--- src/rtl/ece_mem_arbiter_if.sv ---
// Bus bundle between the requesters (host loader, encoder read/write
// streams) and the SRAM macro, as seen through the arbiter.
interface ece_mem_arbiter_if #(
    parameter int AW = 15,
    parameter int DW = 15
);
    // Host loader port
    logic          h_req;
    logic          h_we;
    logic [AW-1:0] h_addr;
    logic [DW-1:0] h_wdata;
    logic          h_gnt;
    logic          h_rvalid;

    // Encoder read stream (read-only)
    logic          r_req;
    logic [AW-1:0] r_addr;
    logic          r_gnt;
    logic          r_rvalid;

    // Encoder write stream (write-only)
    logic          w_req;
    logic [AW-1:0] w_addr;
    logic [DW-1:0] w_wdata;
    logic          w_gnt;

    // Shared read return
    logic [DW-1:0] rdata;

    // SRAM macro side
    logic          mem_cen;
    logic          mem_wen;
    logic [AW-1:0] mem_addr;
    logic [DW-1:0] mem_wdata;
    logic [DW-1:0] mem_rdata;

    // Arbiter view
    modport slave (
        input  h_req, h_we, h_addr, h_wdata,
        input  r_req, r_addr,
        input  w_req, w_addr, w_wdata,
        input  mem_rdata,
        output h_gnt, h_rvalid,
        output r_gnt, r_rvalid,
        output w_gnt,
        output rdata,
        output mem_cen, mem_wen, mem_addr, mem_wdata
    );

    // Requester / memory-model view
    modport master (
        output h_req, h_we, h_addr, h_wdata,
        output r_req, r_addr,
        output w_req, w_addr, w_wdata,
        output mem_rdata,
        input  h_gnt, h_rvalid,
        input  r_gnt, r_rvalid,
        input  w_gnt,
        input  rdata,
        input  mem_cen, mem_wen, mem_addr, mem_wdata
    );
endinterface

--- src/rtl/ece_mem_arbiter.sv ---
// Single-port image SRAM arbiter for host loader (H), encoder read (R)
// and encoder write (W). H has priority up to a burst cap whenever R or W
// is waiting; R and W alternate round-robin. One access per cycle, fixed
// one-cycle read latency, nothing queued internally.
module ece_mem_arbiter #(
    parameter int AW             = 15,
    parameter int DW             = 15,
    parameter int HOST_MAX_BURST = 4
) (
    input  logic                clk,
    input  logic                rst,
    ece_mem_arbiter_if.slave    bus
);

    localparam int            HW   = $clog2(HOST_MAX_BURST + 1);
    localparam logic [HW-1:0] HMAX = HW'(HOST_MAX_BURST);

    // Last R/W winner; the other one wins the next R/W tie.
    typedef enum logic {
        RW_R = 1'b0,
        RW_W = 1'b1
    } rw_e;

    logic [HW-1:0] r_hcnt;
    rw_e           r_last_rw;
    logic          r_h_rvalid;
    logic          r_r_rvalid;

    logic [HW-1:0] w_hcnt_nxt;
    rw_e           w_last_rw_nxt;
    logic          w_rw_pend;
    logic          w_h_win;
    logic          w_r_win;
    logic          w_w_win;
    logic          w_mux_wen;
    logic [AW-1:0] w_mux_addr;
    logic [DW-1:0] w_mux_wdata;

    // Grant decision: host first unless capped with R/W waiting, then round-robin R/W
    always_comb begin
        w_h_win   = 1'b0;
        w_r_win   = 1'b0;
        w_w_win   = 1'b0;
        w_rw_pend = bus.r_req | bus.w_req;
        if (!rst) begin
            if (bus.h_req && ((r_hcnt < HMAX) || !w_rw_pend)) begin
                w_h_win = 1'b1;
            end else if (bus.r_req && bus.w_req) begin
                if (r_last_rw == RW_W) begin
                    w_r_win = 1'b1;
                end else begin
                    w_w_win = 1'b1;
                end
            end else if (bus.r_req) begin
                w_r_win = 1'b1;
            end else if (bus.w_req) begin
                w_w_win = 1'b1;
            end
        end
    end

    // Next burst count and round-robin pointer
    always_comb begin
        w_hcnt_nxt    = '0;
        w_last_rw_nxt = r_last_rw;
        if (w_h_win) begin
            w_hcnt_nxt = (r_hcnt == HMAX) ? HMAX : r_hcnt + HW'(1);
        end
        if (w_r_win) begin
            w_last_rw_nxt = RW_R;
        end
        if (w_w_win) begin
            w_last_rw_nxt = RW_W;
        end
    end

    // State registers: burst count, RR pointer and one-cycle read-valid flags
    always_ff @(posedge clk) begin
        if (rst) begin
            r_hcnt     <= '0;
            r_last_rw  <= RW_W;
            r_h_rvalid <= 1'b0;
            r_r_rvalid <= 1'b0;
        end else begin
            r_hcnt     <= w_hcnt_nxt;
            r_last_rw  <= w_last_rw_nxt;
            r_h_rvalid <= w_h_win & ~bus.h_we;
            r_r_rvalid <= w_r_win;
        end
    end

    // Memory command mux from the granted requester
    always_comb begin
        w_mux_wen   = 1'b0;
        w_mux_addr  = '0;
        w_mux_wdata = '0;
        if (w_h_win) begin
            w_mux_wen   = bus.h_we;
            w_mux_addr  = bus.h_addr;
            w_mux_wdata = bus.h_wdata;
        end else if (w_r_win) begin
            w_mux_addr  = bus.r_addr;
        end else if (w_w_win) begin
            w_mux_wen   = 1'b1;
            w_mux_addr  = bus.w_addr;
            w_mux_wdata = bus.w_wdata;
        end
    end

    // Drive grants, SRAM command and read-return qualifiers
    always_comb begin
        bus.h_gnt     = w_h_win;
        bus.r_gnt     = w_r_win;
        bus.w_gnt     = w_w_win;
        bus.mem_cen   = w_h_win | w_r_win | w_w_win;
        bus.mem_wen   = w_mux_wen;
        bus.mem_addr  = w_mux_addr;
        bus.mem_wdata = w_mux_wdata;
        bus.h_rvalid  = r_h_rvalid;
        bus.r_rvalid  = r_r_rvalid;
        bus.rdata     = bus.mem_rdata;
    end

endmodule

--- src/flat_wrapper.sv ---
// flat-port wrapper written by rule: the top's interface ports become plain ports
module ece_mem_arbiter_flat 
#(
    parameter int AW             = 15,
    parameter int DW             = 15,
    parameter int HOST_MAX_BURST = 4
)
  (clk, rst, bus_h_req, bus_h_we, bus_h_addr, bus_h_wdata, bus_r_req, bus_r_addr, bus_w_req, bus_w_addr, bus_w_wdata, bus_mem_rdata, bus_h_gnt, bus_h_rvalid, bus_r_gnt, bus_r_rvalid, bus_w_gnt, bus_rdata, bus_mem_cen, bus_mem_wen, bus_mem_addr, bus_mem_wdata);
  ece_mem_arbiter_if #(.AW(AW), .DW(DW)) bus_i ();
  input  logic clk;
  input  logic rst;
  input wire logic [$bits(bus_i.h_req)-1:0] bus_h_req;
  input wire logic [$bits(bus_i.h_we)-1:0] bus_h_we;
  input wire logic [$bits(bus_i.h_addr)-1:0] bus_h_addr;
  input wire logic [$bits(bus_i.h_wdata)-1:0] bus_h_wdata;
  input wire logic [$bits(bus_i.r_req)-1:0] bus_r_req;
  input wire logic [$bits(bus_i.r_addr)-1:0] bus_r_addr;
  input wire logic [$bits(bus_i.w_req)-1:0] bus_w_req;
  input wire logic [$bits(bus_i.w_addr)-1:0] bus_w_addr;
  input wire logic [$bits(bus_i.w_wdata)-1:0] bus_w_wdata;
  input wire logic [$bits(bus_i.mem_rdata)-1:0] bus_mem_rdata;
  output wire logic [$bits(bus_i.h_gnt)-1:0] bus_h_gnt;
  output wire logic [$bits(bus_i.h_rvalid)-1:0] bus_h_rvalid;
  output wire logic [$bits(bus_i.r_gnt)-1:0] bus_r_gnt;
  output wire logic [$bits(bus_i.r_rvalid)-1:0] bus_r_rvalid;
  output wire logic [$bits(bus_i.w_gnt)-1:0] bus_w_gnt;
  output wire logic [$bits(bus_i.rdata)-1:0] bus_rdata;
  output wire logic [$bits(bus_i.mem_cen)-1:0] bus_mem_cen;
  output wire logic [$bits(bus_i.mem_wen)-1:0] bus_mem_wen;
  output wire logic [$bits(bus_i.mem_addr)-1:0] bus_mem_addr;
  output wire logic [$bits(bus_i.mem_wdata)-1:0] bus_mem_wdata;
  assign bus_i.h_req = bus_h_req;
  assign bus_i.h_we = bus_h_we;
  assign bus_i.h_addr = bus_h_addr;
  assign bus_i.h_wdata = bus_h_wdata;
  assign bus_i.r_req = bus_r_req;
  assign bus_i.r_addr = bus_r_addr;
  assign bus_i.w_req = bus_w_req;
  assign bus_i.w_addr = bus_w_addr;
  assign bus_i.w_wdata = bus_w_wdata;
  assign bus_i.mem_rdata = bus_mem_rdata;
  assign bus_h_gnt = bus_i.h_gnt;
  assign bus_h_rvalid = bus_i.h_rvalid;
  assign bus_r_gnt = bus_i.r_gnt;
  assign bus_r_rvalid = bus_i.r_rvalid;
  assign bus_w_gnt = bus_i.w_gnt;
  assign bus_rdata = bus_i.rdata;
  assign bus_mem_cen = bus_i.mem_cen;
  assign bus_mem_wen = bus_i.mem_wen;
  assign bus_mem_addr = bus_i.mem_addr;
  assign bus_mem_wdata = bus_i.mem_wdata;
  ece_mem_arbiter #(.AW(AW), .DW(DW), .HOST_MAX_BURST(HOST_MAX_BURST)) u_core (.clk(clk), .rst(rst), .bus(bus_i));
endmodule
--- config.mk ---
export PLATFORM = sky130hd
export DESIGN_NAME = ece_mem_arbiter_flat
export DESIGN_NICKNAME = d
export VERILOG_FILES = /design/src/rtl/ece_mem_arbiter_if.sv /design/src/rtl/ece_mem_arbiter.sv /design/src/flat_wrapper.sv
export SDC_FILE = /design/constraint.sdc
export NUM_CORES = 1
export LEC_CHECK = 0
export CORE_MARGIN = 2
export CORE_UTILIZATION = 28
export DETAILED_ROUTE_END_ITERATION = 7
export PLACE_DENSITY = 0.88
export SYNTH_ARGS = -nofsm -noshare
export SYNTH_HDL_FRONTEND = slang
export SYNTH_SLANG_ARGS = --single-unit
--- constraint.sdc ---
create_clock -name clk -period 3.85 [get_ports clk]
set_input_delay 1.155 -clock clk [delete_from_list [all_inputs] [get_ports clk]]
set_output_delay 1.155 -clock clk [all_outputs]
set_load 0.01 [all_outputs]
==> run metrics <==
layout cell share with drive strength beyond 1=0.1553; first-pass GRT wire length=7265 um; EDFF count, synth=0; Final Slew Violations=0; Setup Skew=6.528 ps; vias in the first global route=1588; synthesis-to-layout area growth=106.4%; initial DRC count=84; CP Capture Type=primary output; crit-path max FO=19; most area-consuming cells after synthesis=a22o_1 12%, nand4b_1 12%, buf_4 11%; final wirelength=5053 um; register bit total from synthesis=6; TritonCTS clock tree=yes; postcts setup bufs=0; aggregate global-route resource usage=0.2097; relative slew slack=0.8041; Startpoint Class=primary input; post-synthesis sequential area ratio=0.1057; Post-CTS Resized=64; Die ar.=4583 sq um; Placement Setup Slack=-352.5 ps; mapped cell area=1136 sq um; Routed Antenna Nets=0; clock buffer count from CTS=3; Chip Height=67.70 um; Net Sw Power=117.7 uW; Post-synth top flop=dfxtp_1; fin crit share=1.001; Internal Pwr Total=273.3 uW; Design Area, Final=2345 sq um; via count=1656; switching part of the total=0.3010; syn_nets=258; Final Hold Viols=0; initial antenna violation count=0; RSZ-0062 raised after global routing=true; area leader, netlist=a22o_1; Leakage=0.9487 nW; CTS hold repair buffers=0; critical path class=primary input to primary output; Boundary Pins=148; Power Dens Cells=166.7 nW/um^2; setup ws final=-3.818 ps; DR DRC count=0; min Tclk post-route=3854 ps; Bufs on Longest Clock Path=2; # diodes=0; drt pass-1 iters=4; failing checks=negative setup slack; uppermost routed layer=met4; DP Area=2312 sq um; max_cap viols=0; DP HPWL=3922 um; Port-buffer cells=117; nets@finish=364; Worst EP required=2690 ps; Setup violations, final=1; Routed wire per std cell=16.09 um; met1 wire length=2016 um; worst min path class=register to register; sequential power share=0.171; pin count of the biggest net entering global routing=26; Syn Inst Count=160; CTS Sinks=6; status=complete, but fails checks; core area=3943 sq um; FP Rows=23; clock power share=0.251; met2 wire length=2623 um; aggregate global routing overflow=0; clk_lat worst skew=230 ps; Synth Warn #=0; actual slew at the worst max-slew pin=291.6 ps; maximum VDD drop=0.08752 mV; share of the synthesized area in the top cell type=0.1156; synth cell count leaders=17 x buf_4, 17 x nand2_1, 16 x nor3_1; Synth async-reset ratio=0; Starting Density=0.2882; critical path arrival=2700 ps; mean area per synthesized cell=7.101 sq um; H-tree levels=1; clock-pin slew on the worst setup and hold paths=40 ps; GP Congestion=0.8820; via/cell ratio=5.274; Root Buffer=clkbuf_8; post-synth cell types=25; Comb pwr share=0.577; metal3 WL=360 um; Chip Width=67.70 um; Max Fclk=259.5 MHz
==> layout by cell type, fill, tap and decap left out, drive strengths merged, types with 3 or more instances in the layout <==
cell type and instances:
clkdlybuf4s15 15, a31oi 15, nand4 15, clkbuf 4
nand2b 3, nor2 3, nand2 17, dfxtp 6
buf 23, dlygate4sd2 16, inv 4, nand4b 15
nor3 16, and3 4, clkdlybuf4s50 82, a22o 15
==> cell families after synthesis <==
group           after synthesis  share of synthesized area
buf+inv                      40                     0.2291
simple gates                 77                     0.3998
compound gates               35                     0.2434
flops                         6                     0.1057
fa+ha+maj                     2                    0.02202
==> routing by layer <==
metal	track usage	vias up
li1	-	809
met1	0.2413	770
met2	0.3824	67
met3	0.04333	10
met4	0.06633	0
met5	0	-
==> sequential cells by signal, indices dropped and copies added (netlist names) <==
name and cells:
u_core.r_hcnt 3, u_core.bus.h_rvalid 1, u_core.bus.r_rvalid 1, u_core.r_last_rw 1
==> per-stage QoR <==
stage	hold WS (ps)	utilization	cells	TNS, ps	power (mW)
3_3_place_gp	514.8	0.5865	311	-9215	0.3021
3_5_place_dp	556.2	0.5865	311	-10270	0.3064
4_1_cts	565.8	0.5919	314	0	0.3928
5_1_grt	614.9	0.5947	314	-87.92	0.4153
6_report	571.0	0.5947	314	-3.818	0.3910
2_1_floorplan	501.7	-	160	0	0.1654
==> power by group through the flow <==
stage / clock network, mW / registers [mW] / logic [mW]
after floorplan: 0 / 0.0680 / 0.0974
after global placement: 0 / 0.0678 / 0.234
after detailed placement: 0 / 0.0679 / 0.238
after CTS: 0.101 / 0.0669 / 0.225
after global routing: 0.106 / 0.0673 / 0.242
final: 0.0983 / 0.0670 / 0.226
==> worst max-delay path, cell delays in order <==
cell             delay (ps)
clkdlybuf4s50_1         470
nand2b_1                130
or2_4                   140
inv_2                    40
buf_12                  140
or3_1                   320
dlygate4sd2_1           300
==> worst paths after layout <==
kind	startpoint	endpoint	slack, ps	cells past startpoint
hold reg to reg	u_core.r_hcnt[0]	u_core.r_hcnt[0]	570	2
setup / recovery	rst	bus_mem_cen	-4	7
hold / removal	u_core.r_hcnt[0]	u_core.r_hcnt[0]	570	2
setup reg to reg	u_core.r_hcnt[2]	u_core.r_hcnt[0]	2540	6
==> cell type report <==
class                           instances  area (sq um)
Fill cell                             398          1598
Timing Repair Buffer                  137          1336
Multi-Input combinational cell        114         769.5
Sequential cell                         6         120.1
Tap cell                               50         62.56
Clock buffer                            3         41.29
Inverter                                4         15.01
No activity file was read; power rests on OpenSTA's default activity.
